==> config.mk <==
export PLATFORM = sky130hd
export DESIGN_NAME = interlaken_rpt_sequencer
export DESIGN_NICKNAME = d
export VERILOG_FILES = /design/src/rtl/interlaken_rpt_sequencer.sv
export SDC_FILE = /design/constraint.sdc
export NUM_CORES = 1
export LEC_CHECK = 0
export CAP_MARGIN = 25
export CORE_ASPECT_RATIO = 1.1
export CORE_MARGIN = 10
export CORE_UTILIZATION = 63
export CTS_CLUSTER_DIAMETER = 200
export DETAILED_ROUTE_END_ITERATION = 12
export DONT_BUFFER_PORTS = 1
export GPL_ROUTABILITY_DRIVEN = 0
export PLACE_DENSITY = 0.85
export SKIP_CTS_REPAIR_TIMING = 1
export SLEW_MARGIN = 20
export SYNTH_ARGS = -nofsm -noshare
export SYNTH_HDL_FRONTEND = slang
export SYNTH_SLANG_ARGS = --single-unit
==> constraint.sdc <==
create_clock -name init_clk -period 3.22 [get_ports init_clk]
set_input_delay 0.322 -clock init_clk [delete_from_list [all_inputs] [get_ports init_clk]]
set_output_delay 0.322 -clock init_clk [all_outputs]
set_load 0.05 [all_outputs]
==> src/rtl/interlaken_rpt_sequencer.sv <==
// Purpose: repeater-side Interlaken latency-bench sequencer; answers driver START tokens with LBUS restarts and pass/fail reports.
// Latency: every state change and every output is registered; a sampled condition acts on the next clock edge.
// Backpressure: one outbound token is pending at most; its code holds while hs_tx_valid && !hs_tx_ready.
module interlaken_rpt_sequencer #(
  parameter int unsigned NUM_ROUNDS      = 2,
  parameter int unsigned ANNOUNCE_PERIOD = 1024,
  parameter logic [19:0] TIMEOUT_CYCLES  = 20'hFFFFF
) (
  input  logic       init_clk,
  input  logic       sys_reset,
  input  logic       rx_gt_locked,
  input  logic       rx_aligned,
  input  logic       tx_done,
  input  logic       tx_busy,
  input  logic       rx_done,
  input  logic       rx_busy,
  input  logic       rx_failed,
  input  logic       hs_rx_valid,
  input  logic [3:0] hs_rx_code,
  output logic       hs_tx_valid,
  output logic [3:0] hs_tx_code,
  input  logic       hs_tx_ready,
  output logic       lbus_tx_rx_restart_in,
  output logic [3:0] round_cnt,
  output logic [3:0] state,
  output logic       done,
  output logic       fail,
  output logic       timed_out
);

  typedef enum logic [3:0] {
    S_GT_LOCK_WAIT  = 4'd0,
    S_RX_ALIGN_WAIT = 4'd1,
    S_ANNOUNCE      = 4'd2,
    S_SEND_ACK      = 4'd3,
    S_RESTART_WAIT  = 4'd4,
    S_RESTART_PULSE = 4'd5,
    S_BUSY_WAIT     = 4'd6,
    S_RUN           = 4'd7,
    S_REPORT        = 4'd8,
    S_FINISHED      = 4'd9,
    S_ERROR         = 4'd10
  } state_e;

  localparam logic [3:0] TOK_READY = 4'h1;
  localparam logic [3:0] TOK_ACK   = 4'h2;
  localparam logic [3:0] TOK_START = 4'h3;
  localparam logic [3:0] TOK_PASS  = 4'h5;
  localparam logic [3:0] TOK_FAIL  = 4'h6;
  localparam logic [3:0] TOK_ABORT = 4'hF;

  localparam int          AW       = (ANNOUNCE_PERIOD > 1) ? $clog2(ANNOUNCE_PERIOD) : 1;
  localparam logic [AW-1:0] ANN_LAST = AW'(ANNOUNCE_PERIOD - 1);
  localparam logic [3:0]  LAST_RND = 4'(NUM_ROUNDS);

  state_e        state_q, state_d;
  logic          tx_vld_q, tx_vld_d;
  logic [3:0]    tx_code_q, tx_code_d;
  logic          restart_q, restart_d;
  logic [3:0]    round_q, round_d;
  logic          done_q, done_d;
  logic          fail_q, fail_d;
  logic          to_q, to_d;
  logic [19:0]   wd_q, wd_d;
  logic [AW-1:0] ann_q, ann_d;
  logic          start_q, start_d;
  logic          txd_q, txd_d;
  logic          rxd_q, rxd_d;
  logic          rxf_q, rxf_d;
  logic          abort_pend_q, abort_pend_d;

  logic          q_tok;
  logic [3:0]    q_code;
  logic          err_go;

  // Decoded inputs and state classes shared by the next-state logic.
  logic rx_start, rx_abort, tx_acc, tx_free, link_st, wd_st, live_st;
  assign rx_start = hs_rx_valid && (hs_rx_code == TOK_START);
  assign rx_abort = hs_rx_valid && (hs_rx_code == TOK_ABORT);
  assign tx_acc   = tx_vld_q && hs_tx_ready;
  assign tx_free  = !tx_vld_q;
  assign link_st  = (state_q >= S_ANNOUNCE) && (state_q <= S_REPORT);
  assign wd_st    = (state_q >= S_RX_ALIGN_WAIT) && (state_q <= S_REPORT);
  assign live_st  = (state_q != S_FINISHED) && (state_q != S_ERROR);

  // State register and all registered outputs; reset drops any pending token silently.
  always_ff @(posedge init_clk) begin
    if (sys_reset) begin
      state_q      <= S_GT_LOCK_WAIT;
      tx_vld_q     <= 1'b0;
      tx_code_q    <= 4'h0;
      restart_q    <= 1'b0;
      round_q      <= 4'd0;
      done_q       <= 1'b0;
      fail_q       <= 1'b0;
      to_q         <= 1'b0;
      wd_q         <= '0;
      ann_q        <= '0;
      start_q      <= 1'b0;
      txd_q        <= 1'b0;
      rxd_q        <= 1'b0;
      rxf_q        <= 1'b0;
      abort_pend_q <= 1'b0;
    end else begin
      state_q      <= state_d;
      tx_vld_q     <= tx_vld_d;
      tx_code_q    <= tx_code_d;
      restart_q    <= restart_d;
      round_q      <= round_d;
      done_q       <= done_d;
      fail_q       <= fail_d;
      to_q         <= to_d;
      wd_q         <= wd_d;
      ann_q        <= ann_d;
      start_q      <= start_d;
      txd_q        <= txd_d;
      rxd_q        <= rxd_d;
      rxf_q        <= rxf_d;
      abort_pend_q <= abort_pend_d;
    end
  end

  // Next state, token queueing and sticky flags; error causes override the normal flow.
  always_comb begin
    state_d      = state_q;
    tx_vld_d     = tx_vld_q && !hs_tx_ready;
    tx_code_d    = tx_code_q;
    restart_d    = 1'b0;
    round_d      = round_q;
    done_d       = done_q;
    fail_d       = fail_q;
    to_d         = to_q;
    start_d      = start_q;
    txd_d        = txd_q;
    rxd_d        = rxd_q;
    rxf_d        = rxf_q;
    abort_pend_d = abort_pend_q;
    q_tok        = 1'b0;
    q_code       = tx_code_q;
    err_go       = 1'b0;
    wd_d         = '0;
    ann_d        = '0;

    case (state_q)
      S_GT_LOCK_WAIT:  if (rx_gt_locked) state_d = S_RX_ALIGN_WAIT;
      S_RX_ALIGN_WAIT: if (rx_aligned) state_d = S_ANNOUNCE;
      S_ANNOUNCE: begin
        start_d = start_q || rx_start;
        if (start_q && tx_free) begin
          state_d = S_SEND_ACK;
        end else if (ann_q == '0 && tx_free) begin
          q_tok  = 1'b1;
          q_code = TOK_READY;
        end
      end
      S_SEND_ACK: begin
        if (tx_acc) begin
          state_d = S_RESTART_WAIT;
        end else if (tx_free) begin
          q_tok  = 1'b1;
          q_code = TOK_ACK;
        end
      end
      S_RESTART_WAIT:  if (!tx_busy && !rx_busy) state_d = S_RESTART_PULSE;
      S_RESTART_PULSE: begin
        state_d   = S_BUSY_WAIT;
        restart_d = 1'b1;
      end
      S_BUSY_WAIT:     if (tx_busy && rx_busy) state_d = S_RUN;
      S_RUN: begin
        txd_d = txd_q || tx_done;
        rxd_d = rxd_q || rx_done;
        rxf_d = rxf_q || rx_failed;
        if (txd_q && rxd_q) state_d = S_REPORT;
      end
      S_REPORT: begin
        if (tx_acc) begin
          round_d = round_q + 4'd1;
          txd_d   = 1'b0;
          rxd_d   = 1'b0;
          rxf_d   = 1'b0;
          if (rxf_q) begin
            state_d = S_ERROR;
            fail_d  = 1'b1;
          end else if (round_q + 4'd1 == LAST_RND) begin
            state_d = S_FINISHED;
            done_d  = 1'b1;
          end else begin
            state_d = S_ANNOUNCE;
          end
        end else if (tx_free) begin
          q_tok  = 1'b1;
          q_code = rxf_q ? TOK_FAIL : TOK_PASS;
        end
      end
      S_FINISHED: ;
      S_ERROR: begin
        if (abort_pend_q && tx_free) begin
          q_tok        = 1'b1;
          q_code       = TOK_ABORT;
          abort_pend_d = 1'b0;
        end
      end
      default: state_d = S_ERROR;
    endcase

    // Received ABORT beats alignment loss, which beats the watchdog.
    if (live_st && rx_abort) begin
      err_go = 1'b1;
    end else if (link_st && !rx_aligned) begin
      err_go       = 1'b1;
      abort_pend_d = 1'b1;
    end else if (wd_st && wd_q == TIMEOUT_CYCLES) begin
      err_go       = 1'b1;
      abort_pend_d = 1'b1;
      to_d         = 1'b1;
    end

    if (err_go) begin
      state_d   = S_ERROR;
      fail_d    = 1'b1;
      q_tok     = 1'b0;
      restart_d = 1'b0;
      round_d   = round_q;
      done_d    = done_q;
    end

    if (q_tok) begin
      tx_vld_d  = 1'b1;
      tx_code_d = q_code;
    end

    if (state_d == state_q && wd_st) wd_d = wd_q + 20'd1;
    if (state_d == state_q && state_q == S_ANNOUNCE && ann_q != ANN_LAST) ann_d = ann_q + 1'b1;
    if (state_d != S_ANNOUNCE || state_q != S_ANNOUNCE) start_d = 1'b0;
  end

  assign state                 = state_q;
  assign hs_tx_valid           = tx_vld_q;
  assign hs_tx_code            = tx_code_q;
  assign lbus_tx_rx_restart_in = restart_q;
  assign round_cnt             = round_q;
  assign done                  = done_q;
  assign fail                  = fail_q;
  assign timed_out             = to_q;

endmodule

Word level (Yosys, flattened, before mapping):

Index checks and enable logic that the tools add are counted.

* register bits: 52
* output and inout port bits: 17
* logic and storage cells: 149

* add/sub/neg operators: 3
* magnitude comparators: 3
* eq/ne operators: 28
* muxes and demuxes: 46
* bitwise operators: 6
* reductions and logical operators: 48

Operators with widths (count)
* 2-to-1 mux 4 bit: 18
* case mux 4 bit (10 select lines): 1
* 2-to-1 mux 1 bit: 21
* adder 20 x 1 -> 20 bit (second input constant): 1
* == test 20 bit (second input constant): 1
* logical AND 1 bit: 19
* == test 4 x 2 -> 1 bit (second input constant): 4
* == test 4 x 3 -> 1 bit (second input constant): 4
* == test 4 bit (second input constant): 4
* inequality test 2 bit (second input constant): 8
* case mux 4 bit (4 select lines): 1
* OR reduction 2 bit: 6
* adder 10 x 1 -> 10 bit (second input constant): 1
* logical NOT 10 bit: 1
* inequality test 10 bit (second input constant): 1
* AND reduction 3 bit: 3
* AND reduction 9 bit: 1
* inequality test 4 x 2 -> 1 bit (second input constant): 2
* inequality test 4 bit (second input constant): 2
* nonzero test 2 bit: 4
* NOT 1 bit: 6
* case mux 1 bit (2 select lines): 3
* logical NOT 1 bit: 5
* logical OR 1 bit: 5
* other kinds (12): 12

Logic depth before layout (Yosys ltp):

Gate-level depths: netlist of the first run.

* depth in word-level cells: 12
* gate-level depth with buffers: 10
* mapped depth without buffers: 8

Least setup slack after synthesis of the first run:

OpenSTA, ideal clock, no wires.

* path type: reg-to-reg
* from: reg state_q[0] (netlist: state[0])
* to: reg ann_q[6]
* library setup time: 139 ps
* data arrival time: 2543 ps
* data required time: 3081 ps
* path slack: 538 ps
* stages on the path, launching flop included: 9
* buffers on the path: 3
* cell sequence: dfxtp_1 -> buf_2 -> clkbuf_1 -> or3b_2 -> o311ai_0 -> nand3_1 -> xnor2_1 -> clkbuf_1 -> nor4_2

* cells in the longest elaborated chain, start to end: 12
* elaborated cells on any way between the ends: 41

Ends and longest elaborated chain
* start, declared: RTL line 56 `state_e state_q, state_d;`
* start signal, assigned: RTL line 105 `state_q <= state_d;`
* >= comparator 4 x 1 -> 1 bit or <= comparator 4 bit (tied branches): RTL line 83, 82
* logical AND 1 bit: RTL line 83 `assign wd_st = (state_q >= S_RX_ALIGN_WAIT) && (state_q <= S_REPORT);`
* logical AND 1 bit: RTL line 213 `end else if (wd_st && wd_q == TIMEOUT_CYCLES) begin`
* 2-to-1 mux 1 bit: RTL line 213
* 2-to-1 mux 1 bit: RTL line 210 `end else if (link_st && !rx_aligned) begin`
* 2-to-1 mux 1 bit: RTL line 208 `if (live_st && rx_abort) begin`
* 2-to-1 mux 4 bit: RTL line 219 `if (err_go) begin`
* == test 4 bit: RTL line 234 `if (state_d == state_q && state_q == S_ANNOUNCE && ann_q != ANN_LAST) ann_d = ann_q + 1'b1;`
* logical AND 1 bit * (2 in a row): RTL line 234
* NOT 1 bit (no source line) *
* OR reduction 2 bit (no source line) *
* end signal, assigned: RTL line 114 `ann_q <= ann_d;`
* end, declared: RTL line 65 `logic [AW-1:0] ann_q, ann_d;`

Every way passes the cells marked *; elsewhere a longest branch is shown, timed or not.
A chain may end at the register's enable or synchronous reset.

Worst setup path in the final report of the first run:

* from: reg state_q[3] (netlist: state[3])
* to: reg wd_q[3]

* cells in the longest elaborated chain, start to end: 11
* elaborated cells on any way between the ends: 40

Ends and longest elaborated chain
* >= comparator 4 x 1 -> 1 bit or <= comparator 4 bit (tied branches): RTL line 83, 82
* logical AND 1 bit: RTL line 83
* logical AND 1 bit: RTL line 213
* 2-to-1 mux 1 bit: RTL line 213
* 2-to-1 mux 1 bit: RTL line 210
* 2-to-1 mux 1 bit: RTL line 208
* 2-to-1 mux 4 bit: RTL line 219
* == test 4 bit: RTL line 233 `if (state_d == state_q && wd_st) wd_d = wd_q + 20'd1;`
* logical AND 1 bit *: RTL line 233
* NOT 1 bit (no source line) *
* OR reduction 2 bit (no source line) *
* end signal, assigned: RTL line 113 `wd_q <= wd_d;`
* end, declared: RTL line 64 `logic [19:0] wd_q, wd_d;`

Marked as above.

==> results of run 1 <==
worst max-delay path, delay by kind of cell (launching register included):
family	cells	cell delay [ns]
compound gates	3	0.85
simple gates	3	1.02
flops	1	0.59
buf+inv	1	0.26
cell type report:
| type | count | area [µm²] | share of cell area [%] |
|---|---|---|---|
| timing repair buffer | 15 | 113 | 3.69 |
| clock inverter | 2 | 35.0 | 1.15 |
| multi-input combinational | 257 | 1700 | 55.6 |
| sequential | 52 | 1040 | 34.1 |
| inverter | 7 | 26.3 | 0.861 |
| tap | 54 | 67.6 | 2.21 |
| clock buffer | 6 | 72.6 | 2.38 |
state kept, by name (all words and copies together) (netlist names):
signal	cells
abort_pend_q	1
start_q	1
txd_q	1
hs_tx_valid	1
lbus_tx_rx_restart_in	1
rxd_q	1
wd_q	20
round_cnt	4
done	1
state	4
ann_q	10
timed_out	1
hs_tx_code	4
fail	1
rxf_q	1
through the flow:
| step | utilization [%] | total power, mW | cells | cell area, µm² | hold WS (ns) |
|---|---|---|---|---|---|
| 2_1_floorplan | - | 1.79 | 337 | 2850 | 0.459 |
| 3_3_place_gp | 67.7 | 2.01 | 385 | 2940 | 0.397 |
| 3_5_place_dp | 67.7 | 2.04 | 385 | 2940 | 0.400 |
| 4_1_cts | 70.2 | 2.48 | 393 | 3050 | 0.0707 |
| 5_1_grt | 70.2 | 2.63 | 393 | 3050 | 0.0631 |
| 6_report | 70.2 | 2.48 | 393 | 3050 | 0.0755 |
logic make-up after synthesis:
kind of cell    count (synthesis)  share of synthesized area, %
simple gates                  169                          35.0
flops                          52                          36.5
compound gates                 50                          11.8
xor+xnor                       32                          9.82
buf+inv                        28                          4.30
fa+ha+maj                       5                          2.19
mux                             1                         0.351
synth_stat cells, drive strengths merged, types with 6 or more instances:
cell	n
clkbuf	10
nor3	29
a21oi	19
nor4	16
nand3	19
dfxtp	52
nor4b	7
o21ai	8
and3	6
inv	7
xnor2	21
nand2b	6
nor2	24
buf	11
nand2	39
xor2	11
routing by layer:
layer / routed length (µm) / GRT usage, % / part of all wire (%)
met1: 2720 / 20.6 / 41
met5: 0 / 0 / 0
met3: 565 / 5.32 / 8.6
met4: 89 / 5.45 / 1.3
met2: 3230 / 28.3 / 49
power groups by stage:
stage,Sequential (mW),Combinational [mW],Clock (mW)
6_report,0.852,1.19,0.441
5_1_grt,0.865,1.29,0.471
4_1_cts,0.850,1.18,0.447
3_5_place_dp,0.865,1.17,0
3_3_place_gp,0.861,1.14,0
2_1_floorplan,0.885,0.909,0
path summary, 6_finish.rpt:
check,startpoint,to,cells after the start
max reg2reg,state[3],wd_q[3],7
min reg2reg,abort_pend_q,abort_pend_q,2
min,sys_reset,hs_tx_valid,1
max,state[3],wd_q[3],7
==> results.py, run 1 <==
metrics = {
    "synth": {
        "synth_top_area_cell": "dfxtp_1",
        "ys_warn_count": 0,
        "synth_cell_type_count": 52,
        "ys.flop_type": "dfxtp_1",
        "syn_nets": 357,
        "synth.area.top_cells": "dfxtp_1 36%, xnor2_1 6.4%, nand2_1 5.1%, nor3_1 4.9%, nor4_2 4.8%",
        "async_flop_share_pct": 0,
        "yosys_register_bits": 52,
        "syn_area_per_cell_um2": 8.47,
        "syn_inst": 337,
        "yosysSeqAreaShare_pct": 36.5,
        "synth_top_area_share_pct": 36.5,
        "synth_edf_count": 0,
        "syn-cell-area_um2": 2850,
    },
    "global_route": {
        "antenna_found_initial": 0,
        "grt_start_max_net_pins": 31,
        "grt_pass1_wl_mm": 11.3,
        "grt_pass1_vias": 2437,
        "grt_usage_pct": 17.2,
        "grt_remaining_overflow": 0,
    },
    "power": {
        "peakVddDrop_uv": 658,
        "p_switching_mw": 1.21,
        "cellLeakagePower_nw": 1.04,
        "p_int_mw": 1.27,
        "p_sw_share_pct": 48.7,
        "cellPowerDensity_nw_per_um2": 813,
        "clock_power_share_pct": 17.8,
        "power_frac_seq_pct": 34.3,
        "combPwrFrac_pct": 47.9,
    },
    "critical_path": {
        "end_kind": "flop",
        "cp_slowest_cell": "dfxtp_1",
        "ff2ff_setup_slack_ns": 0.41,
        "crit_path_max_fanout": 30,
        "cp_data_required_time_ns": 3.44,
        "worst_setup_path_start_kind": "flop",
        "crit_type": "flop to flop",
        "cp.arrival_ns": 3.03,
        "crit_path_cell_trace": "nand2b_1 > o2111ai_2 > o31ai_2 > or3_1 > a211o_1 > buf_4 > nor4b_2",
        "cpPeakStageDelay_ns": 0.59,
    },
    "finish": {
        "n_antenna_cell": 0,
        "mostFrequentLayoutCells": "52 x dfxtp_1, 39 x nand2_1, 28 x nor3_1",
        "drive_gt1_share_pct": 13.9,
        "nets": 358,
        "nFillCells": 334,
        "mostFrequentLayoutCell": "dfxtp_1",
        "area_growth_pct": 6.97,
    },
    "sta": {
        "timing.fmax_mhz": 355,
        "drv_slew": 0,
        "min_period_ns": 2.81,
        "setup_viol": 0,
        "fin_skew_ns": 0.00550,
        "finalSetupTns_ns": 0,
        "timing.final.crit_share_pct": 87.4,
        "final.setup.worst_slack_ns": 0.407,
        "tightestPinTransition_ns": 0.755,
        "relSlewSlack_pct": 49.2,
        "rsz0062_at_grt": "no",
        "finalHoldViolations": 0,
    },
    "clock_tree": {
        "ctsHtreeMaxLevel": 2,
        "cts_tree": "done",
        "numClockSinks": 52,
        "clk_latency_ns": 0.31,
        "ctsLongestPathBuffers": 2,
        "path_clk_slew_ns": 0.09,
        "clockRootBuffer": "clkbuf_8",
        "cts_buffers": 5,
    },
    "route": {
        "drc_errors": 0,
        "antenna_left": 0,
        "vias": 2493,
        "drt_iter0_markers": 357,
        "vias_per_cell": 6.34,
        "avgRoutedWirePerCell_um": 16.8,
        "firstDrtPassIters": 4,
        "drt_wl_total_mm": 6.60,
    },
    "floorplanning": {
        "io_pins": 32,
        "start_util_pct": 65.6,
        "core_um2": 4350,
        "die_x_um": 84.2,
        "die_h_um": 90.6,
        "die-area_um2": 7620,
        "num_rows": 25,
    },
    "flow_run": {
        "drv_cap": 0,
    },
    "place": {
        "place_ws_ns": 0.452,
        "dp_hpwl_mm": 4.66,
        "portBuffers": 0,
    },
    "outcome": {
        "status": "complete, no violations",
    },
    "worst_hold_path": {
        "min-delay-path-class": "primary input to flop",
    },
}
Power figures use the tool's default switching activity.
==> run 2: changes to the inputs <==
--- a/config.mk
+++ b/config.mk
@@ -6,9 +6,11 @@
 export NUM_CORES = 1
 export LEC_CHECK = 0
 export CAP_MARGIN = 25
+export CELL_PAD_IN_SITES_DETAIL_PLACEMENT = 1
+export CELL_PAD_IN_SITES_GLOBAL_PLACEMENT = 1
 export CORE_ASPECT_RATIO = 1.1
 export CORE_MARGIN = 10
-export CORE_UTILIZATION = 63
+export CORE_UTILIZATION = 48
 export CTS_CLUSTER_DIAMETER = 200
 export DETAILED_ROUTE_END_ITERATION = 12
 export DONT_BUFFER_PORTS = 1
==> run 2 against run 1 <==
Net effect:
- core utilization is 17 points lower
- count of clock-buffer cells in the layout is 1 higher
- non-clock buffer count is 1 higher
- hold slack better by 0.0011 ns
- final area is 0.74% higher
- first-iteration DRC count is 69% lower
- final cell count is 6.1% higher
- flip-flop and latch count stayed put
- critical endpoint is now ann_q[5]
==> results.py, run 2 (same netlist as run 1, synthesis figures left out) <==
metrics = {
    "outcome": {
        "status": "complete, no violations",
    },
    "power": {
        "peakVddDrop_uv": 468,
        "p_switching_mw": 1.23,
        "cellPowerDensity_nw_per_um2": 797,
        "p_total_mw": 2.45,
        "combPwrFrac_pct": 49.8,
        "p_int_mw": 1.22,
        "p_sw_share_pct": 50.0,
        "cellLeakagePower_nw": 1.04,
        "clock_power_share_pct": 16.0,
        "power_frac_seq_pct": 34.2,
    },
    "global_route": {
        "grt_pass1_vias": 2476,
        "antenna_found_initial": 0,
        "grt_pass1_wl_mm": 12.1,
        "grt_remaining_overflow": 0,
        "grt_start_max_net_pins": 31,
        "grt_usage_pct": 15.6,
    },
    "floorplanning": {
        "num_rows": 29,
        "io_pins": 32,
        "start_util_pct": 49.4,
        "core_um2": 5770,
        "die_x_um": 93.5,
        "die_h_um": 101,
        "die-area_um2": 9430,
    },
    "critical_path": {
        "cpPeakStageDelay_ns": 0.50,
        "end_kind": "flop",
        "worst_setup_path_start_kind": "flop",
        "critPathTopFamily": "simple AND/OR/NAND/NOR gates",
        "cp_num_buf_inv": 1,
        "cp.arrival_ns": 3.14,
        "crit_type": "flop to flop",
        "cp_data_required_time_ns": 3.43,
        "cp_slowest_cell": "nor3_2",
        "crit_path_max_fanout": 30,
        "crit_path_cell_trace": "ha_1 > nand3_1 > nor3_2 > and4_1 > nor4_4 > xnor2_1 > a211o_1 > buf_4 > nor4_2",
    },
    "finish": {
        "drive_gt1_share_pct": 14.1,
        "regMostFlops": "wd_q",
        "stdcell_count": 417,
        "mostFrequentLayoutCells": "52 x dfxtp_1, 39 x nand2_1, 28 x nor3_1",
        "mostFrequentLayoutCell": "dfxtp_1",
        "largest_reg_flops": 20,
        "largestRegisters": "wd_q: 20 flops, ann_q: 10 flops",
        "n_antenna_cell": 0,
        "final_core_util_pct": 53.3,
        "area_growth_pct": 7.76,
        "nets": 359,
    },
    "place": {
        "dp_hpwl_mm": 5.37,
        "portBuffers": 0,
        "numPlacedInstances": 409,
    },
    "route": {
        "firstDrtPassIters": 4,
        "drt_wl_total_mm": 7.39,
        "drc_errors": 0,
        "vias": 2457,
        "vias_per_cell": 5.89,
        "antenna_left": 0,
        "avgRoutedWirePerCell_um": 17.7,
        "drt_iter0_markers": 109,
    },
    "clock_tree": {
        "ctsLongestPathBuffers": 2,
        "clk_latency_ns": 0.31,
        "clockRootBuffer": "clkbuf_8",
        "ctsHtreeMaxLevel": 2,
        "cts_buffers": 5,
        "numClockSinks": 52,
        "path_clk_slew_ns": 0.10,
        "cts_tree": "done",
    },
    "sta": {
        "fin_skew_ns": 0.00610,
        "relSlewSlack_pct": 44.6,
        "rsz0062_at_grt": "no",
        "tightestPinTransition_ns": 0.823,
        "whs_ns": 0.0767,
        "setup_viol": 0,
        "finalSetupTns_ns": 0,
        "timing.final.crit_share_pct": 91.1,
        "min_period_ns": 2.93,
        "finalHoldViolations": 0,
        "drv_slew": 0,
        "timing.fmax_mhz": 341,
    },
    "worst_hold_path": {
        "min-delay-path-class": "primary input to flop",
    },
    "flow_run": {
        "drv_cap": 0,
    },
}
==> run 2: changes by cell type in the layout (fill, tap and decap cells not counted) <==
cell	change
clkinv_2	-1
clkbuf_8	+1
bufinv_16	-1
clkinvlp_4	+1
buf_4	+1
==> run 2: layer usage <==
metal	global-route usage (%)	wire (µm)
met1	19.9	3340
met2	24.9	3480
met3	4.69	491
met4	3.68	82
met5	0	0
==> run 2: final timing paths <==
kind	startpoint	to	slack, ns	cells after the start
hold reg to reg	wd_q[0]	wd_q[0]	0.51	1
setup / recovery	wd_q[0]	ann_q[5]	0.29	9
setup reg to reg	wd_q[0]	ann_q[5]	0.29	9
hold / removal	sys_reset	hs_tx_code[2]	0.08	1
==> run 2: power by group through the flow <==
stage          registers, mW  logic, mW  clock network (mW)
3_3_place_gp           0.848       1.20                   0
4_1_cts                0.840       1.22               0.405
5_1_grt                0.849       1.32               0.430
6_report               0.838       1.22               0.392
2_1_floorplan          0.885      0.909                   0
3_5_place_dp           0.853       1.22                   0
==> run 2: per-stage QoR <==
step / worst slack, ns / instance area (µm²)
after global routing: 0.0619 / 3070
after detailed placement: 0.303 / 2980
after global placement: 0.412 / 2980
after floorplan: 0.538 / 2850
after CTS: 0.260 / 3070
final: 0.286 / 3070
==> run 2: area by class of cell <==
| class | count | area (µm²) |
|---|---|---|
| fillers | 689 | 2700 |
| multi-input cells | 257 | 1700 |
| flip-flops and latches | 52 | 1040 |
| repair buffers | 16 | 120 |
| well taps | 77 | 96.3 |
| clock buffers | 7 | 86.3 |
| inverters | 7 | 26.3 |
| clock inverters | 1 | 7.51 |
==> run 3: changes to the inputs <==
--- a/config.mk
+++ b/config.mk
@@ -5,11 +5,12 @@
 export SDC_FILE = /design/constraint.sdc
 export NUM_CORES = 1
 export LEC_CHECK = 0
+export ABC_AREA = 0
 export CAP_MARGIN = 25
 export CELL_PAD_IN_SITES_DETAIL_PLACEMENT = 1
 export CELL_PAD_IN_SITES_GLOBAL_PLACEMENT = 1
 export CORE_ASPECT_RATIO = 1.1
-export CORE_MARGIN = 10
+export CORE_MARGIN = 1.5
 export CORE_UTILIZATION = 48
 export CTS_CLUSTER_DIAMETER = 200
 export DETAILED_ROUTE_END_ITERATION = 12
==> run 3 against run 2 <==
Net effect:
- final area is 3.3% higher
- clock skew is 0.0069 ns higher
- combinational power is 9% higher
- worst setup slack better by 0.032 ns
- flip-flop and latch count stayed put
- via count is 2.2% higher
- critical path type unchanged
- core utilization is 1.8 points higher
- first-iteration DRC count is 1.8% higher
==> results.py, run 3 (same netlist as run 1, synthesis figures left out) <==
metrics = {
    "critical_path": {
        "crit_path_max_fanout": 12,
        "end_kind": "flop",
        "crit_type": "flop to flop",
        "rr_startpoint": "state[3]",
        "r2r-end": "wd_q[7]",
        "worst_setup_path_start_kind": "flop",
        "reg2regPathDepth": 7,
        "ff2ff_setup_slack_ns": 0.32,
        "cp_data_required_time_ns": 3.41,
        "cp.arrival_ns": 3.09,
    },
    "clock_tree": {
        "ctsLongestPathBuffers": 2,
        "clk_latency_ns": 0.32,
        "cts_tree": "done",
        "numClockSinks": 52,
        "path_clk_slew_ns": 0.10,
        "clockRootBuffer": "clkbuf_8",
        "cts_buffers": 5,
        "ctsHtreeMaxLevel": 2,
    },
    "floorplanning": {
        "die_x_um": 76.5,
        "num_rows": 29,
        "die_h_um": 83.9,
        "io_pins": 32,
        "die-area_um2": 6420,
        "start_util_pct": 49.4,
        "core_um2": 5770,
    },
    "route": {
        "drt_wl_total_mm": 7.21,
        "antenna_left": 0,
        "drc_errors": 0,
        "drt_iter0_markers": 111,
        "vias": 2511,
        "vias_per_cell": 5.89,
        "firstDrtPassIters": 4,
        "avgRoutedWirePerCell_um": 16.9,
    },
    "sta": {
        "finalSetupTns_ns": 0,
        "rsz0062_at_grt": "no",
        "relSlewSlack_pct": 40.8,
        "fin_skew_ns": 0.0130,
        "timing.fmax_mhz": 345,
        "finalHoldViolations": 0,
        "setup_viol": 0,
        "final.setup.worst_slack_ns": 0.318,
        "min_period_ns": 2.90,
        "tightestPinTransition_ns": 0.884,
        "timing.final.crit_share_pct": 90.1,
        "drv_slew": 0,
    },
    "finish": {
        "area_growth_pct": 11.3,
        "nets": 368,
        "stdcell_count": 426,
        "mostFrequentLayoutCells": "52 x dfxtp_1, 39 x nand2_1, 28 x nor3_1",
        "regMostFlops": "wd_q",
        "drive_gt1_share_pct": 16.6,
        "mostFrequentLayoutCell": "dfxtp_1",
        "largestRegisters": "wd_q: 20 flops, ann_q: 10 flops",
        "final_core_util_pct": 55.0,
        "n_antenna_cell": 0,
        "nFillCells": 675,
        "largest_reg_flops": 20,
    },
    "global_route": {
        "gr-usage-met2_pct": 41.1,
        "top_usage_layer": "met2",
        "antenna_found_initial": 0,
        "grt_start_max_net_pins": 31,
        "met3_usage_pct": 5.79,
        "grt_pass1_vias": 2637,
        "grt_use_met1_pct": 29.1,
        "grt_usage_pct": 24.0,
        "grt_remaining_overflow": 0,
        "grt_pass1_wl_mm": 12.4,
    },
    "place": {
        "place_ws_ns": 0.304,
        "portBuffers": 0,
        "numPlacedInstances": 418,
        "dp_hpwl_mm": 5.11,
    },
    "power": {
        "cellLeakagePower_nw": 1.10,
        "cellPowerDensity_nw_per_um2": 834,
        "peakVddDrop_uv": 434,
        "p_total_mw": 2.65,
    },
    "worst_hold_path": {
        "min_to": "fail",
        "min-delay-start": "sys_reset",
        "hold_path_depth": 1,
        "min-delay-path-class": "primary input to flop",
    },
    "outcome": {
        "status": "complete, no violations",
    },
    "flow_run": {
        "drv_cap": 0,
    },
}
==> run 3: cell types whose count changed in the layout (fill, tap and decap cells not counted) <==
cell / change
buf_12: +1
buf_4: +8
bufinv_16: +1
clkbuf_1: -1
clkbuf_8: -1
inv_6: +1
==> run 3: stage by stage <==
step,hold WS (ns),instance area [µm²]
floorplan,0.459,2850
global placement,0.395,3060
detailed placement,0.398,3060
CTS,0.0515,3180
global route,0.0535,3180
finish,0.0609,3180
==> run 3: worst max-delay path by stage <==
stage	cells past startpoint	startpoint	slack [ns]	end
2_1_floorplan	8	state[0]	0.54	ann_q[6]
3_3_place_gp	7	state[3]	0.35	wd_q[9]
3_5_place_dp	7	state[3]	0.30	wd_q[6]
4_1_cts	7	state[3]	0.31	wd_q[7]
5_1_grt	7	state[3]	0.08	wd_q[7]
6_report	7	state[3]	0.32	wd_q[7]
==> run 3: metal layers <==
| metal | wire [µm] | vias to the layer above | share of wire [%] |
|---|---|---|---|
| li1 | - | 1224 | - |
| met1 | 3270 | 1240 | 45 |
| met2 | 3550 | 36 | 49 |
| met3 | 258 | 11 | 3.6 |
| met4 | 127 | 0 | 1.8 |
| met5 | 0 | - | 0 |
==> run 3: critical path, stage by stage, from the launching register on <==
cell,delay (ns)
dfxtp_1,0.61
nor2b_1,0.27
nand4_1,0.18
o311ai_0,0.40
nand3_1,0.24
xnor2_2,0.74
buf_4,0.27
nor3_1,0.06
==> run 3: cell type report <==
class	count	area (µm²)	area share, %
Tap cell	77	96.3	3.03
Multi-Input combinational cell	257	1700	53.4
Sequential cell	52	1040	32.8
Clock buffer	5	68.8	2.17
Timing Repair Buffer	25	200	6.30
Clock inverter	3	46.3	1.46
Inverter	7	26.3	0.827
==> run 3: power breakdown <==
group | switching, mW | internal, mW
combinational | 0.891 | 0.443
sequential | 0.150 | 0.696
clock | 0.234 | 0.234
total | 1.27 | 1.37
